**src/rtl/mem_lsu.sv**
```systemverilog
// MEM-stage load/store unit: request/acknowledge data-memory access with stall, timeout abort and MEM/WB register.
// Optional misaligned-access exception is enabled by defining LSU_MISALIGN_EXC_EN.
module mem_lsu #(
  parameter int TIMEOUT = 16
) (
  input  logic        clk,
  input  logic        rst_n,
  input  logic        mem_valid,
  input  logic        mem_read,
  input  logic        mem_write,
  input  logic [1:0]  mem_size,
  input  logic        mem_unsigned,
  input  logic [31:0] addr,
  input  logic [31:0] wdata,
  input  logic [31:0] pass_data,
  input  logic [4:0]  rd,
  input  logic        regwrite,
  output logic        stall,
  output logic        dm_req,
  output logic        dm_we,
  output logic [31:0] dm_addr,
  output logic [3:0]  dm_be,
  output logic [31:0] dm_wdata,
  input  logic        dm_ack,
  input  logic [31:0] dm_rdata,
  output logic        wb_valid,
  output logic        wb_regwrite,
  output logic [4:0]  wb_rd,
  output logic [31:0] wb_data,
  output logic        bus_err,
  output logic        addr_exc
);

  localparam int CW = (TIMEOUT > 2) ? $clog2(TIMEOUT) : 1;

  typedef enum logic {S_IDLE, S_WAIT} state_t;

  state_t        state;
  logic [CW-1:0] cnt;
  logic [1:0]    lat_size;
  logic          lat_uns;
  logic [1:0]    lat_off;
  logic [4:0]    lat_rd;
  logic          lat_regwrite;

  logic        mem_op;
  logic        misaligned;
  logic        abort;
  logic [3:0]  be_calc;
  logic [31:0] wdata_lanes;
  logic [31:0] load_data;
  logic [7:0]  byte_lane;
  logic [15:0] half_lane;

  assign mem_op = mem_valid & (mem_read | mem_write);

`ifdef LSU_MISALIGN_EXC_EN
  logic addr_exc_q;
  assign misaligned = ((mem_size == 2'b01) & addr[0]) | (mem_size[1] & (addr[1:0] != 2'b00));
  assign addr_exc   = addr_exc_q;
`else
  assign misaligned = 1'b0;
  assign addr_exc   = 1'b0;
`endif

  assign abort = (state == S_WAIT) & ~dm_ack & (cnt == CW'(TIMEOUT - 1));
  assign stall = ((state == S_IDLE) & mem_op & ~misaligned) |
                 ((state == S_WAIT) & ~dm_ack & ~abort);

  // Lane steering for stores; offending low bits of half/word addresses are ignored here.
  always_comb begin
    be_calc     = 4'b1111;
    wdata_lanes = wdata;
    case (mem_size)
      2'b00: begin
        be_calc     = 4'b0001 << addr[1:0];
        wdata_lanes = {4{wdata[7:0]}};
      end
      2'b01: begin
        be_calc     = 4'b0011 << {addr[1], 1'b0};
        wdata_lanes = {2{wdata[15:0]}};
      end
      default: begin
        be_calc     = 4'b1111;
        wdata_lanes = wdata;
      end
    endcase
  end

  always_comb begin
    byte_lane = dm_rdata[7:0];
    case (lat_off)
      2'b00:   byte_lane = dm_rdata[7:0];
      2'b01:   byte_lane = dm_rdata[15:8];
      2'b10:   byte_lane = dm_rdata[23:16];
      default: byte_lane = dm_rdata[31:24];
    endcase
    half_lane = lat_off[1] ? dm_rdata[31:16] : dm_rdata[15:0];
    case (lat_size)
      2'b00:   load_data = lat_uns ? {24'h0, byte_lane} : {{24{byte_lane[7]}}, byte_lane};
      2'b01:   load_data = lat_uns ? {16'h0, half_lane} : {{16{half_lane[15]}}, half_lane};
      default: load_data = dm_rdata;
    endcase
  end

  always_ff @(posedge clk or negedge rst_n) begin
    if (!rst_n) begin
      state        <= S_IDLE;
      cnt          <= '0;
      dm_req       <= 1'b0;
      dm_we        <= 1'b0;
      dm_addr      <= '0;
      dm_be        <= '0;
      dm_wdata     <= '0;
      lat_size     <= '0;
      lat_uns      <= 1'b0;
      lat_off      <= '0;
      lat_rd       <= '0;
      lat_regwrite <= 1'b0;
      wb_valid     <= 1'b0;
      wb_regwrite  <= 1'b0;
      wb_rd        <= '0;
      wb_data      <= '0;
      bus_err      <= 1'b0;
`ifdef LSU_MISALIGN_EXC_EN
      addr_exc_q   <= 1'b0;
`endif
    end else begin
      bus_err <= 1'b0;
`ifdef LSU_MISALIGN_EXC_EN
      addr_exc_q <= 1'b0;
`endif
      case (state)
        S_IDLE: begin
          if (mem_op && !misaligned) begin
            state        <= S_WAIT;
            cnt          <= '0;
            dm_req       <= 1'b1;
            dm_we        <= mem_write;
            dm_addr      <= {addr[31:2], 2'b00};
            dm_be        <= mem_write ? be_calc : 4'b0000;
            dm_wdata     <= wdata_lanes;
            lat_size     <= mem_size;
            lat_uns      <= mem_unsigned;
            lat_off      <= addr[1:0];
            lat_rd       <= rd;
            lat_regwrite <= regwrite;
            wb_valid     <= 1'b0;
            wb_regwrite  <= 1'b0;
          end else if (mem_valid) begin
            wb_valid    <= 1'b1;
            wb_regwrite <= regwrite & ~mem_op;
            wb_rd       <= rd;
            wb_data     <= pass_data;
`ifdef LSU_MISALIGN_EXC_EN
            addr_exc_q  <= mem_op;
`endif
          end else begin
            wb_valid    <= 1'b0;
            wb_regwrite <= 1'b0;
          end
        end
        S_WAIT: begin
          if (dm_ack) begin
            state       <= S_IDLE;
            dm_req      <= 1'b0;
            wb_valid    <= 1'b1;
            wb_regwrite <= lat_regwrite & ~dm_we;
            wb_rd       <= lat_rd;
            if (!dm_we) wb_data <= load_data;
          end else if (abort) begin
            state       <= S_IDLE;
            dm_req      <= 1'b0;
            wb_valid    <= 1'b1;
            wb_regwrite <= 1'b0;
            wb_rd       <= lat_rd;
            bus_err     <= 1'b1;
          end else begin
            cnt         <= cnt + 1'b1;
            wb_valid    <= 1'b0;
            wb_regwrite <= 1'b0;
          end
        end
        default: state <= S_IDLE;
      endcase
    end
  end

endmodule

```
**config.mk**
```make
export PLATFORM = sky130hd
export DESIGN_NAME = mem_lsu
export DESIGN_NICKNAME = d
export VERILOG_FILES = /design/src/rtl/mem_lsu.sv
export SDC_FILE = /design/constraint.sdc
export NUM_CORES = 1
export LEC_CHECK = 0
export ABC_AREA = 1
export CAP_MARGIN = 30
export CORE_MARGIN = 10
export CORE_UTILIZATION = 39
export DETAILED_ROUTE_END_ITERATION = 7
export PLACE_DENSITY = 0.88
export REMOVE_ABC_BUFFERS = 1
export SYNTH_ARGS = -nofsm -noshare
export SYNTH_HDL_FRONTEND = slang
export SYNTH_SLANG_ARGS = --single-unit
```
**constraint.sdc**
```tcl
create_clock -name clk -period 1.55 [get_ports clk]
set_clock_uncertainty 0.1 [all_clocks]
set_input_delay 0.2325 -clock clk [delete_from_list [all_inputs] [get_ports clk]]
set_output_delay 0.2325 -clock clk [all_outputs]
set_load 0.01 [all_outputs]
```
==> results, run 1 <==
- The run finished, with violations left.
- The checks that failed: setup timing.
- The Yosys step of the flow raised 0 warnings.
- For this run, the post-layout net count is between 1,000 and 1,500.
- The critical path goes through buf_6, buf_12, nand3_4, nand2_4, inv_8, buf_6, buf_16, nor2_2, nand2_1, nand2_1.
- The register-to-register setup slack is -0.1 ns.
- Of the total power, combinational logic draws 0.363.
- The clock passes through at most 2 buffers.
- Of the total power, the share spent switching nets is 0.344.
- The synthesized design contains 0 enable-type register cells.
- The cell count after synthesis is between 800 and 900.
- Among all flip-flop cells after synthesis, the most frequent one is dfrtp_1.
- Of all flip-flops after synthesis, the portion carrying an async set or reset was 1.00.
- The max-cap check violation count is 0.
- Of the synthesized area, sequential elements account for 0.509.
- For this run, the total global-route usage over all layers was measured as 0.223.
- The kind of critical path is reg2reg.
- The average cell area after synthesis is 7.59 µm².
- In this run the worst path has a maximum fanout of 6.
- The worst setup path is launched from a flip-flop.
- The max-slew violation count is 0.
- The number of sinks driven by the clock tree is approximately 120.
- The core footprint is about 15,000 µm².
- The die outline area is 21,000 µm².
- The worst setup path is captured at a flip-flop.
- The power density normalized to cell area is between 1000 and 1500 nW/µm².
- The sequential power share is 0.335.
- The overflow left after global routing is 0.
- The final critical-path required period is roughly 1.6 ns.
- The tightest min-delay check is of the in2async type.
- In the finished design, the share of the clock period the worst path needs comes to 1.06.
- Summed over all nets, the half-perimeter wirelength after detailed placement is between 15,000 and 20,000 µm.
- The source of the worst register-to-register timing path is state.
- The count of unresolved DRC violations after routing is 0.
- The cell with the largest stage delay on the worst path is dfrtp_2.
- CTS placed an instance of clkbuf_16 at the clock tree root.
- At the worst endpoint, the arrival time is between 1.5 and 2 ns.
- The area added between synthesis and finish is 68.5%.
- The launching element of the worst setup path is state.
- The initial antenna violation count is 0.
- The first routing iteration left approximately 470 violations.
- The count of pins on the block boundary is ~260.
- Setup repair after global routing could not meet its margin everywhere.
- The leakage power figure is 5.10 nW.
- The first detailed-routing pass ran for 5 iterations.
- For this run, the share of the core covered by cells in the final layout is 0.673.
- 0 antenna diodes ended up in the layout.
- Headroom to the max-slew limit came out at 0.601.
- The detailed-route wire length per cell is approximately 19 µm.
- The number of port buffers is around 250.
- Once detail routing completed, the nets flagged for antenna violations numbered 0.
- The clock transition at the register clock pins on the worst setup and hold paths after CTS is around 0.06 ns.
- TritonCTS built the clock tree.
- The largest net degree at the start of global routing is between 70 and 80.
- For this configuration, the core starts out at a cell density of 0.400.
- For the pin with the worst max-slew slack, the measured transition is about 0.6 ns.
- The congestion estimate from routability-driven global placement came to about 0.91.
- The global-route wire length before repair is around 38,000 µm.
- In this run, CTS created clock tree buffers numbering 17.
- In this design, the stage delay of the slowest critical-path cell is 0.47 ns.
- The post-detailed-route via-to-cell ratio is ~5.1.
- The share of layout cells above drive strength 1 is 0.168.
- The maximum clock frequency is 607 MHz.
- The required time of the worst setup path is ~1.8 ns.
- After synthesis the cells add up to just over 6000 µm².
- The critical path contains buffers and inverters numbering 5 combined.
- The number of global-route vias before repair is between 6,000 and 7,000.
- Overall power consumption after layout is estimated at around 14 mW.
- The floorplan has 45 rows.
- The routed wire length is ~25,000 µm.
- The vias after detailed routing is approximately 6,700.
- The count of final hold-check violations was 0.
- From bottom edge to top edge, the die measures roughly 150 µm.
- The floorplan step set the die width to approximately 150 µm.
- The share of total power dissipated in the clock network is 0.303.
- Setup violations remaining at the end of the flow were counted as 26.
- The library cells used most frequently in the layout, excluding fill and tap cells, are nand2_1 (307), clkdlybuf4s50_1 (141), dfrtp_1 (120).
- Across all setup checks in the final design, the least slack found is -0.0974 ns.
- For the worst flop-to-flop path, the logic depth is 10.
- For the worst-skew pair, the clock arrives at the later sink with an insertion delay of ~0.41 ns.
- The internal power consumption is about 9.3 mW.
- The worst vdd rail ir drop is 0.740 mV.
- The H-tree level count is 4.
- Fill cells in the final layout number between 1,000 and 1,500.
- The library cell used most frequently in the layout, excluding fill and tap cells, is nand2_1.
- Summed over all nets, the switching power comes to roughly 4.9 mW.
- The worst register-to-register path ends at wb_data[29].
- The count of unique library cells instantiated by Yosys is 34.
- On the critical path the largest part of the delay comes from buffers and inverters.
- After synthesis the netlist holds a flip-flop and latch count of about 120.
[cell families (layout without fill, tap and decap cells)]
family,after synthesis,in the layout,share of synthesized area
and+or+nand+nor,462,462,0.305
AOI/OAI and AO/OA,132,132,0.115
DFF,124,124,0.509
buffers and inverters,82,391,0.0671
adders and majority gates,1,1,0.00205
other,1,3,0.000615
xor gates and xnor gates,1,1,0.00144
[cell usage after synthesis (2+ instances only)]
master / n / area, µm²
a21oi_1: 69 / 345
a31oi_1: 8 / 50.1
a41oi_1: 2 / 17.5
and2_1: 6 / 37.5
buf_2: 11 / 55.1
buf_4: 9 / 67.6
buf_6: 6 / 67.6
clkbuf_1: 18 / 67.6
dfrtp_1: 124 / 3100
inv_1: 29 / 109
inv_2: 5 / 18.8
nand2_1: 331 / 1240
nand2_2: 3 / 18.8
nand3_1: 31 / 155
nand3_2: 3 / 30.0
nor2_1: 80 / 300
nor2_2: 2 / 12.5
nor2_4: 2 / 22.5
o21a_1: 7 / 52.6
o21ai_0: 31 / 155
o21ai_1: 12 / 60.1
o22ai_1: 2 / 12.5
[metrics by stage]
stage | area (µm²) | TNS, ns | cells | setup WS [ns] | hold WS (ns)
CTS | 10100 | -1.12 | 1326 | -0.104 | 0.239
floorplan | 5840 | -163.63 | 759 | -1.94 | -0.163
global route | 10300 | -3.33 | 1325 | -0.151 | 0.249
detailed placement | 9110 | -34.99 | 1276 | -0.394 | 0.156
global placement | 9110 | -30.48 | 1276 | -0.380 | 0.152
finish | 10300 | -1.09 | 1325 | -0.0974 | 0.255
[how the worst max path moves through the flow]
stage	to	slack, ns	cells after the start
after CTS	stall	-0.10	5
after global routing	stall	-0.15	5
final	wb_data[29]	-0.1	10
after global placement	stall	-0.38	6
after floorplan	stall	-1.94	3
after detailed placement	stall	-0.39	6
[tightest hold or removal path: stages]
cell           delay [ns]
dlygate4sd3_1        0.53
buf_4                0.14
buf_12               0.25
[power groups by stage]
stage | Sequential [mW] | Combinational [mW] | Clock (mW)
floorplan | 5.13 | 1.52 | 0
global placement | 4.69 | 5.01 | 0
detailed placement | 4.72 | 5.10 | 0
CTS | 4.67 | 4.95 | 4.35
global route | 4.85 | 5.58 | 4.52
finish | 4.74 | 5.14 | 4.29
[final cells by class]
| class | count | area, µm² | share of cell area |
|---|---|---|---|
| Timing Repair Buffer | 323 | 3260 | 0.317 |
| Multi-Input combinational cell | 599 | 2850 | 0.278 |
| Clock inverter | 15 | 214 | 0.0208 |
| Clock buffer | 17 | 425 | 0.0414 |
| Sequential cell | 124 | 3110 | 0.302 |
| Tap cell | 211 | 264 | 0.0257 |
| Inverter | 36 | 153 | 0.0149 |
[registers in the layout, summed over array words and instances (netlist names), 4 cells and up]
name,count
cnt,4
dm_addr,30
dm_be,4
dm_wdata,32
lat_rd,5
wb_data,32
wb_rd,5
[repair_timing]
action,4_1_cts,5_1_grt
setup buffers,10,0
endpoints found under the setup margin,218,76
pin swaps,29,19
gates cloned,8,2
hold endpoints to repair,124,0
resized for setup,172,52
hold buffers,1,0
[layer usage]
metal  track usage  wire length [µm]  share of wire
met4        0.0822               643          0.026
met2         0.363             11500           0.47
met1         0.258              9460           0.38
met5             0                 0              0
met3        0.0900              2990           0.12
No activity file was read; power rests on OpenSTA's default activity.
==> run 2, diff against run 1 <==
- CORE_UTILIZATION: 39 -> 47
- PLACE_DENSITY: 0.88 -> 0.95
- clock period: 1.55 -> 1.9 ns (I/O delays scaled with it)
==> results, run 2 (synthesized netlist as in run 1, its figures left out) <==
- Setup repair after global routing left no endpoint under its margin.
- The die covers 17,900 µm².
- In this run the standard cell core region covers between 10,000 and 15,000 µm².
- The kind of launch point of the worst setup path is a flip-flop.
- The post-detailed-route via-to-cell ratio is 5.25.
- The most common cell after layout, fill and taps aside is nand2_1.
- The count of nets left with antenna violations once routing finished came out at 0.
- No sink is reached through more buffers than the 2 on the longest clock path.
- The floorplan has between 40 and 50 rows.
- The maximum clock frequency is between 500 and 600 MHz.
- The first-pass iteration count of the detailed router is 5.
- In the layout the commonest cells are nand2_1 (331), clkdlybuf4s50_1 (249), dfrtp_1 (123).
- The post-placement worst setup slack is -0.152 ns.
- Dividing total power by cell area gives a power density of 1190 nW/µm².
- At the end of routability-driven placement, the weighted congestion stood at about 0.94.
- TritonCTS built the clock tree.
- In this run the count of I/O pins placed on the die edge is ~260.
- The required time of the worst setup path is around 1.5 ns.
- The final layout contains around 1,200 nets.
- The flow ran to the end, and the final reports show no timing, DRC or antenna violations.
- After layout, the design draws a total of 11.3 mW.
- The worst setup path is captured at an output pin.
- The initial antenna violation count is 0.
- The path class of the tightest hold or removal check is in2reg.
- The largest fanout of any net on the critical path is 3.
- At the later pin of the worst-skew pair, clock insertion delay measures roughly 0.41 ns.
- The clock transition at the register clock pins on the worst setup and hold paths after CTS is about 0.05 ns.
- The overall track demand over capacity in global routing is 0.251.
- The H-tree was split into 4 levels.
- After detailed placement, the total cell area comes to approximately 8900 µm².
- The data arrival time of the critical path is approximately 1.5 ns.
- The finished cells cover about 9500 µm².
- Of the cells placed in the final design, the portion with a size suffix greater than 1 is 0.0774.
- The number of inserted diodes is 0.
- The global-route wire length before repair is 35,600 µm.
- The largest net degree at the start of global routing is 83.
- The final critical-path setup slack is 0.0672 ns.
- The headroom to the max-slew limit is 0.613.
- The leakage power figure is 4.53 nW.
- The count of unresolved DRC violations after routing is 0.
- The kind of critical path is reg2out.
- The number of sinks driven by the clock tree is about 120.
- The overflow left after global routing is 0.
- The number of port buffers is ~250.
- In the final layout, the registers with the most flip-flops are dm_wdata x32, wb_data x32, dm_addr x30.
- Setup violations remaining at the end of the flow were counted as 0.
- The vias after detailed routing is 6,530.
- The half-perimeter wire length after detailed placement is between 15,000 and 20,000 µm.
- The area added between synthesis and finish is 56.0%.
- The routed wire length is about 23,000 µm.
- Counting the buffers created by CTS gives 17.
- The starting density of the core is 0.481.
- The number of DRC markers after the initial detailed-route iteration is 484.
- The share of the clock period used by the worst path after layout is 0.965.
- The detailed-route wire length per cell is ~19 µm.
- IR analysis of the VDD net gives a maximum drop of 0.809 mV.
- The number of global-route vias before repair came to ~6,500.
- In this run the vertical extent of the chip is 134 µm.
- The final critical-path required period is 1.83 ns.
- The actual transition at the worst max-transition pin is around 0.58 ns.
- Measured along the x axis, the die boundary spans ~130 µm.
- Clock tree synthesis selected as its root buffer the cell clkbuf_16.
- The max-slew violation count is 0.
- The tool flagged a number of max-cap violations equal to 0.
- The count of final hold-check violations is 0.
-- run 2: power by group --
group | internal, mW | switching (mW)
registers | 3.39 | 0.472
clock network | 2.25 | 1.12
logic | 2.08 | 2.03
total | 7.72 | 3.62
-- run 2: timing repair --
item                                   CTS  global route
setup endpoints to repair                1             3
gates resized for setup                  5             2
gates cloned                             0             0
endpoints found under the hold margin  124             0
hold buffers                             1             0
setup buffers                            1             1
-- run 2: layer usage --
| layer | global-route usage | vias up | routed length, µm |
|---|---|---|---|
| met4 | 0.0865 | 0 | 612 |
| met5 | 0 | - | 0 |
| met2 | 0.402 | 399 | 10700 |
| li1 | - | 3050 | - |
| met3 | 0.131 | 55 | 3510 |
| met1 | 0.283 | 3026 | 8330 |
-- run 2: through the flow --
stage,setup TNS (ns),hold slack (ns),instances,util
after detailed placement,-1.32,0.255,1210,0.699
final,0,0.313,1244,0.751
after global routing,0,0.317,1244,0.751
after global placement,-0.275,0.243,1210,0.699
after floorplan,-120.51,-0.111,759,-
after CTS,0,0.296,1243,0.749
-- run 2: critical path, cell delays in order, from the launching register on --
cell	delay, ns
dfrtp_1	0.42
ha_4	0.18
nand3_2	0.07
nand2_2	0.06
nand2_1	0.08
clkdlybuf4s15_2	0.23
-- run 2: cell type report --
class                      count  area [µm²]
fill                         882        3160
sequential                   124        3100
timing repair buffer         282        2830
multi-input combinational    599        2610
clock buffer                  23         468
tap                          172         215
inverter                      36         143
clock inverter                 8         140
-- run 2: final timing paths --
| kind | start | to | slack (ns) | cells after the start |
|---|---|---|---|---|
| max | cnt[1] | stall | 0.07 | 5 |
| min | addr[31] | dm_addr[31] | 0.31 | 3 |
| max reg2reg | state | wb_data[14] | 0.21 | 9 |
| min reg2reg | dm_wdata[1] | dm_wdata[1] | 0.37 | 2 |
| max in group asynchronous | rst_n | wb_data[23] | 0.85 | 3 |
| min in group asynchronous | rst_n | wb_data[19] | 0.34 | 3 |
